==> src/rtl/fetch_unit.sv <==
// fetch_unit: instruction-fetch stage feeding the 9-bit decoder.
// Holds the program counter, addresses instruction memory, presents the
// fetched word with a valid flag, redirects the PC via a branch-target LUT
// and runs a start/done handshake with the top level.
//
// Ports:
//   clk, rst_n            clock (rising edge), async active-low reset
//   start                 pulse: begin/restart execution at PC 0 (ignored in RUN)
//   stall                 hold PC and counter while running
//   last_pc               address of the final program instruction
//   imem_addr, imem_data  instruction memory address / combinational read data
//   instr, instr_valid    word to decoder and its valid flag
//   branch_en, branch_idx decoder branch request (LUT index in bits [4:0])
//   lut_we/waddr/wdata    branch-target LUT write port
//   pc, done, cycle_count program counter, finished flag, non-stalled RUN cycles
module fetch_unit #(
  parameter int PC_WIDTH    = 10,
  parameter int INSTR_WIDTH = 9,
  parameter int LUT_DEPTH   = 32,
  parameter int CNT_WIDTH   = 16
) (
  input  logic                   clk,
  input  logic                   rst_n,
  input  logic                   start,
  input  logic                   stall,
  input  logic [PC_WIDTH-1:0]    last_pc,
  output logic [PC_WIDTH-1:0]    imem_addr,
  input  logic [INSTR_WIDTH-1:0] imem_data,
  output logic [INSTR_WIDTH-1:0] instr,
  output logic                   instr_valid,
  input  logic                   branch_en,
  input  logic [7:0]             branch_idx,
  input  logic                   lut_we,
  input  logic [4:0]             lut_waddr,
  input  logic [PC_WIDTH-1:0]    lut_wdata,
  output logic [PC_WIDTH-1:0]    pc,
  output logic                   done,
  output logic [CNT_WIDTH-1:0]   cycle_count
);

  // state | meaning
  // IDLE  | after reset, waiting for start
  // RUN   | fetching and advancing the PC
  // DONE  | last_pc executed, done held until next start
  localparam logic [1:0] S_IDLE = 2'd0;
  localparam logic [1:0] S_RUN  = 2'd1;
  localparam logic [1:0] S_DONE = 2'd2;

  logic [1:0]          state;
  logic [PC_WIDTH-1:0] lut [LUT_DEPTH];
  logic                unused_idx_bits;

  // Upper index bits carry no meaning for a 32-entry table.
  assign unused_idx_bits = ^branch_idx[7:5];

  assign imem_addr   = pc;
  assign instr_valid = (state == S_RUN) && !stall;
  // Zero outside RUN: an all-zero word is a register op the decoder must
  // gate with instr_valid.
  assign instr       = (state == S_RUN) ? imem_data : '0;
  assign done        = (state == S_DONE);

  always_ff @(posedge clk or negedge rst_n) begin
    if (!rst_n) begin
      state       <= S_IDLE;
      pc          <= '0;
      cycle_count <= '0;
      for (int i = 0; i < LUT_DEPTH; i++) lut[i] <= '0;
    end else begin
      // Branch reads below see the pre-write LUT contents (old value wins).
      if (lut_we) lut[lut_waddr] <= lut_wdata;

      case (state)
        S_IDLE, S_DONE: begin
          if (start) begin
            state       <= S_RUN;
            pc          <= '0;
            cycle_count <= '0;
          end
        end
        S_RUN: begin
          if (!stall) begin
            if (cycle_count != '1) cycle_count <= cycle_count + 1'b1;
            if (branch_en)
              pc <= lut[branch_idx[4:0]];
            else if (pc == last_pc)
              state <= S_DONE;
            else
              pc <= pc + 1'b1;
          end
        end
        default: state <= S_IDLE;
      endcase
    end
  end

endmodule

==> config.mk <==
export PLATFORM = sky130hd
export DESIGN_NAME = fetch_unit
export DESIGN_NICKNAME = d
export VERILOG_FILES = /design/src/rtl/fetch_unit.sv
export SDC_FILE = /design/constraint.sdc
export NUM_CORES = 1
export LEC_CHECK = 0
export CAP_MARGIN = 20
export CORE_MARGIN = 2
export CORE_UTILIZATION = 40
export DETAILED_ROUTE_END_ITERATION = 8
export PLACE_DENSITY = 0.65
export SLEW_MARGIN = 40
export SYNTH_ARGS = -nofsm -noshare
export SYNTH_HDL_FRONTEND = slang
export SYNTH_SLANG_ARGS = --single-unit
==> constraint.sdc <==
create_clock -name clk -period 2.9 [get_ports clk]
set_input_delay 0.58 -clock clk [delete_from_list [all_inputs] [get_ports clk]]
set_output_delay 0.58 -clock clk [all_outputs]
set_load 0.05 [all_outputs]
==> results of run 1 <==
-- Yosys cell counts (all sizes together), types with 12 or more instances --
master	instances	share of area, %
nor3	12	0.36
dfrtp	348	52
xnor2	16	0.84
clkbuf	51	1.2
nor2	44	1.1
buf	36	1.5
mux2	326	22
mux2i	13	0.78
nand3	19	0.57
nand2	45	1.0
mux4	78	11
-- timing repair --
action | 4_1_cts | 5_1_grt
resized for setup | 2 | 0
buffers inserted | 0 | 0
hold buffers | 0 | 0
setup endpoints to repair | 2 | 0
-- power by group --
part	switching, µW	internal [µW]
Sequential	571	5820
Combinational	1620	1670
Clock	1920	2920
Total	4120	10400
-- cell type report --
type                            instances  area, µm²
Timing Repair Buffer                  184       1750
Multi-Input combinational cell        716       7430
Sequential cell                       348       8710
Fill cell                            3517      21100
Tap cell                              532        666
Clock inverter                          9       75.1
Clock buffer                           59       1190
Inverter                                8       30.0
-- final timing paths --
kind                              endpoint  cells past startpoint      from
setup / recovery                  instr[1]                      3  state[0]
hold / removal             cycle_count[14]                      1     rst_n
setup reg to reg              imem_addr[9]                      6  lut[169]
hold reg to reg                   lut[194]                      1  lut[194]
max in group asynchronous         lut[214]                      3     rst_n
min in group clk                  lut[194]                      1  lut[194]
-- sequential cells by signal, summed over array words and instances (netlist names) --
| signal | flops |
|---|---|
| lut | 320 |
| cycle_count | 16 |
| imem_addr | 10 |
| state | 2 |
-- metrics by stage --
step / power (µW) / hold WS, ps / area [µm²] / util, % / std cells
global route: 15100 / 16.1 / 19900 / 48.5 / 1856
floorplan: 8690 / 284 / 16600 / - / 1159
global placement: 9660 / 467 / 18600 / 45.4 / 1788
finish: 14500 / 3.61 / 19900 / 48.5 / 1856
detailed placement: 9780 / 475 / 18600 / 45.4 / 1788
CTS: 14600 / 8.70 / 19900 / 48.5 / 1856
-- cells by family (layout without fill, tap and decap cells) --
group,count (synthesis),in the layout,synth area share [%]
mux,417,417,33.5
flops,348,348,52.4
simple gates,202,202,6.52
buf+inv,95,260,2.83
compound gates,79,79,3.74
xor+xnor,16,16,0.844
fa+ha+maj,2,2,0.151
-- worst max-delay path: stages, from the launching register on --
cell and delay [ps]:
dfrtp_1 440, nor2b_1 390, and2_1 190, dlygate4sd2_1 520
-- routing by layer --
metal,vias to the layer above,share of wire (%),global-route usage (%)
li1,4604,-,-
met1,5529,45,27.6
met2,299,47,31.0
met3,72,5.5,3.37
met4,2,2.6,5.67
met5,-,0.031,0
==> results.json, run 1 <==
{
  "drc": 0,
  "ant_nets": 0,
  "drive_gt1_share_pct": 44.6,
  "max_cap_violations": 0,
  "p_leak_uw": 0.00868,
  "final_cell_mix": "dfrtp_1, mux2_2, buf_4",
  "via_count": 10500,
  "ioPinCount": 95,
  "max_clock_freq_ghz": 0.379,
  "cp-start-kind": "register",
  "relSlewSlack_pct": 49.6,
  "dieHeight_um": 208,
  "cp_max_fo": 9,
  "peakVddDrop_mv": 0.355,
  "ys_ff_latch": 348,
  "placeableCoreArea_mm2": 0.0409,
  "nets": 1347,
  "syn-cell-area_mm2": 0.0166,
  "avgSynthCellArea_um2": 14.3,
  "finalCritPeriodShare_pct": 91.0,
  "critPathArrivalTime_ps": 2060,
  "wl_um": 41800,
  "layout_commonest_cell": "dfrtp_1",
  "port_buffers": 91,
  "worst_pin_slew_ps": 754,
  "hp-class": "input port to async pin",
  "synth_cells": 1159,
  "outcome": "completed",
  "dpl.hpwl_um": 28200,
  "synth_flop_cell": "dfrtp_1",
  "syn-num-nets": 1209,
  "clockBufferDepth": 3,
  "final-setup-viol-count": 0,
  "dp_slack_ps": 151,
  "layout_min_cycle_time_ps": 2640,
  "clock_sinks": 348,
  "synth_edf_count": 0,
  "clk-insertion-delay-late_ps": 520,
  "rsz0062_at_grt": "false",
  "gp_congestion": 0.890,
  "vias_per_cell": 5.66,
  "cp_data_required_time_ps": 2320,
  "finalHoldViolCount": 0,
  "diodes": 0,
  "grt_pass1_wl_um": 65400,
  "drv_slew": 0,
  "fin_ws_ps": 261,
  "start_util_pct": 40.6,
  "cts_tree": "yes",
  "rows": 74,
  "cts_buffers": 39,
  "grt_pass1_vias": 10900,
  "synthArstFlopShare_pct": 100,
  "r2r_slack_ps": 750,
  "die_w_um": 208,
  "track_usage_pct": 19.5,
  "power_density_mw_per_mm2": 732,
  "grt_max_degree": 57,
  "cts_root_buffer": "clkbuf_16",
  "synth_warnings": 0,
  "grt-ovfl-total": 0,
  "wl_per_cell_um": 22.5,
  "clk_pin_slew_ps": 60,
  "cts_max_level": 2,
  "finalClockSkew_ps": 8.36,
  "critPathKind": "register to output port",
  "drt_pass1_iterations": 4,
  "area_delta_synth_final_pct": 19.5,
  "endpoint_kind": "output port",
  "ys_types": 65,
  "drt-initial-drc-count": 887,
  "yosysSeqAreaShare_pct": 52.4,
  "die_area_mm2": 0.0432,
  "antenna_found_initial": 1,
  "setup_tns_ps": 0
}
Power figures use the tool's default switching activity.
==> run 2, diff against run 1 <==
--- a/config.mk
+++ b/config.mk
@@ -5,8 +5,7 @@
 export SDC_FILE = /design/constraint.sdc
 export NUM_CORES = 1
 export LEC_CHECK = 0
-export CAP_MARGIN = 20
-export CORE_MARGIN = 2
+export CORE_MARGIN = 5
 export CORE_UTILIZATION = 40
 export DETAILED_ROUTE_END_ITERATION = 8
 export PLACE_DENSITY = 0.65
==> run 2 against run 1 <==
Hold slack improved by 81 ps. Combinational power about the same. Cell count increased by 0.16%. Sequential power about the same. Final area about the same. Global-route usage decreased by 0.50 points. Clock-buffer cell count decreased by 3. Clock skew increased by 4.4 ps. Routed wire length increased by 2.1%. Clock power about the same.
==> results.json, run 2 (synthesized netlist as in run 1, its figures left out) <==
{
  "cp_top_family": "simple AND/OR/NAND/NOR gates",
  "drt-initial-drc-count": 710,
  "layout_commonest_cell": "dfrtp_1",
  "peakVddDrop_mv": 0.375,
  "cts_max_level": 2,
  "dieHeight_um": 214,
  "worst_pin_slew_ps": 819,
  "setup_tns_ps": 0,
  "start_util_pct": 40.6,
  "drv_slew": 0,
  "antenna_found_initial": 1,
  "drc": 0,
  "largest_register": "lut",
  "clk_pin_slew_ps": 50,
  "max_clock_freq_ghz": 0.388,
  "grt-ovfl-total": 0,
  "drive_gt1_share_pct": 44.8,
  "finalHoldViolCount": 0,
  "hp-class": "input port to async pin",
  "cp-start-kind": "register",
  "port_buffers": 91,
  "multiInputGateArea_mm2": 0.00743,
  "diodes": 0,
  "clockBufferDepth": 3,
  "dpl.hpwl_um": 28700,
  "ant_nets": 0,
  "nets": 1351,
  "layout_min_cycle_time_ps": 2580,
  "placeableCoreArea_mm2": 0.0409,
  "largest_reg_flops": 320,
  "ioPinCount": 95,
  "critPathKind": "register to output port",
  "postCtsHoldBufs": 0,
  "clk-insertion-delay-late_ps": 510,
  "relSlewSlack_pct": 44.9,
  "vias_per_cell": 5.67,
  "clock_sinks": 348,
  "grt_pass1_vias": 11100,
  "endpoint_kind": "output port",
  "power_density_mw_per_mm2": 733,
  "wl_per_cell_um": 22.9,
  "postCtsSetupBuffers": 0,
  "r2r_slack_ps": 670,
  "die_w_um": 214,
  "cp_max_fo": 8,
  "final-seq-area_mm2": 0.00871,
  "gp_congestion": 0.830,
  "via_count": 10500,
  "max_cap_violations": 0,
  "grt_pass1_wl_um": 67300,
  "grt_max_degree": 87,
  "path_buf_inv": 1,
  "finalClockSkew_ps": 12.8,
  "rows": 74,
  "drt_pass1_iterations": 5,
  "rsz0062_at_grt": "false",
  "fillCellCount": 3574,
  "cts_tree": "yes",
  "area_delta_synth_final_pct": 19.4,
  "finalCritPeriodShare_pct": 88.9,
  "final-setup-viol-count": 0,
  "outcome": "completed",
  "cts_root_buffer": "clkbuf_16",
  "die_area_mm2": 0.0457,
  "cp_data_required_time_ps": 2320,
  "crit_slowest_cell": "dlygate4sd2_1",
  "holdWs_ps": 84.6,
  "p_leak_uw": 0.00869,
  "wl_um": 42700,
  "cp_cell_sequence": "nor2b_1 -> and2_1 -> dlygate4sd2_1",
  "critPathArrivalTime_ps": 2000,
  "max_stage_delay_ps": 520,
  "final_cell_mix": "dfrtp_1, mux2_2, buf_4",
  "cts_buffers": 40,
  "track_usage_pct": 19.0
}
[run 2: changes by cell type in the layout (fill, tap and decap cells not counted)]
cell	previous run	this run
clkinvlp_4	2	0
bufinv_16	1	2
clkinv_4	0	1
clkinv_2	6	9
clkbuf_8	10	7
buf_12	14	11
buf_4	89	95
[run 2: metal layers]
metal / routed length [µm] / global-route usage [%] / share of wire (%) / vias up
li1: - / - / - / 4622
met1: 19300 / 27.4 / 45 / 5566
met2: 20100 / 31.1 / 47 / 288
met3: 2440 / 2.75 / 5.7 / 64
met4: 818 / 3.90 / 1.9 / 2
met5: 18 / 0 / 0.042 / -
[run 2: worst reg2reg max path, cell delays in order, from the launching register on]
cell	delay (ps)
dfrtp_1	420
or4bb_1	750
nor4_1	810
a211o_1	190
[run 2: area by class of cell]
class,count,share of cell area (%)
clock inverters,12,0.574
multi-input cells,716,37.4
clock buffers,56,5.81
well taps,532,3.36
flip-flops and latches,348,43.9
inverters,8,0.151
repair buffers,187,8.76
[run 2: power by group]
part	switching [µW]	internal (µW)
clock network	1930	2940
logic	1610	1660
registers	581	5820
total	4120	10400
[run 2: per-stage QoR]
step / cells / util [%] / power [µW] / cell area, µm² / setup WS [ps]
6_report: 1859 / 48.5 / 14500 / 19800 / 321
3_5_place_dp: 1791 / 45.4 / 9780 / 18600 / 113
2_1_floorplan: 1159 / - / 8690 / 16600 / 557
5_1_grt: 1859 / 48.5 / 15200 / 19800 / 196
3_3_place_gp: 1791 / 45.4 / 9650 / 18600 / 127
4_1_cts: 1859 / 48.5 / 14700 / 19800 / 272
[run 2: path summary, 6_finish.rpt]
| path | start | endpoint | cells after the start |
|---|---|---|---|
| worst min register to register | lut[194] | lut[194] | 1 |
| max in group asynchronous | rst_n | lut[111] | 2 |
| worst min-delay path | rst_n | cycle_count[12] | 1 |
| worst max-delay path | state[0] | instr[1] | 3 |
| min in group clk | lut[194] | lut[194] | 1 |
| worst max register to register | state[0] | imem_addr[5] | 3 |
[run 2: repair_timing]
item,CTS,global route
hold endpoints to repair,0,0
gates resized for setup,2,0
setup endpoints to repair,2,0
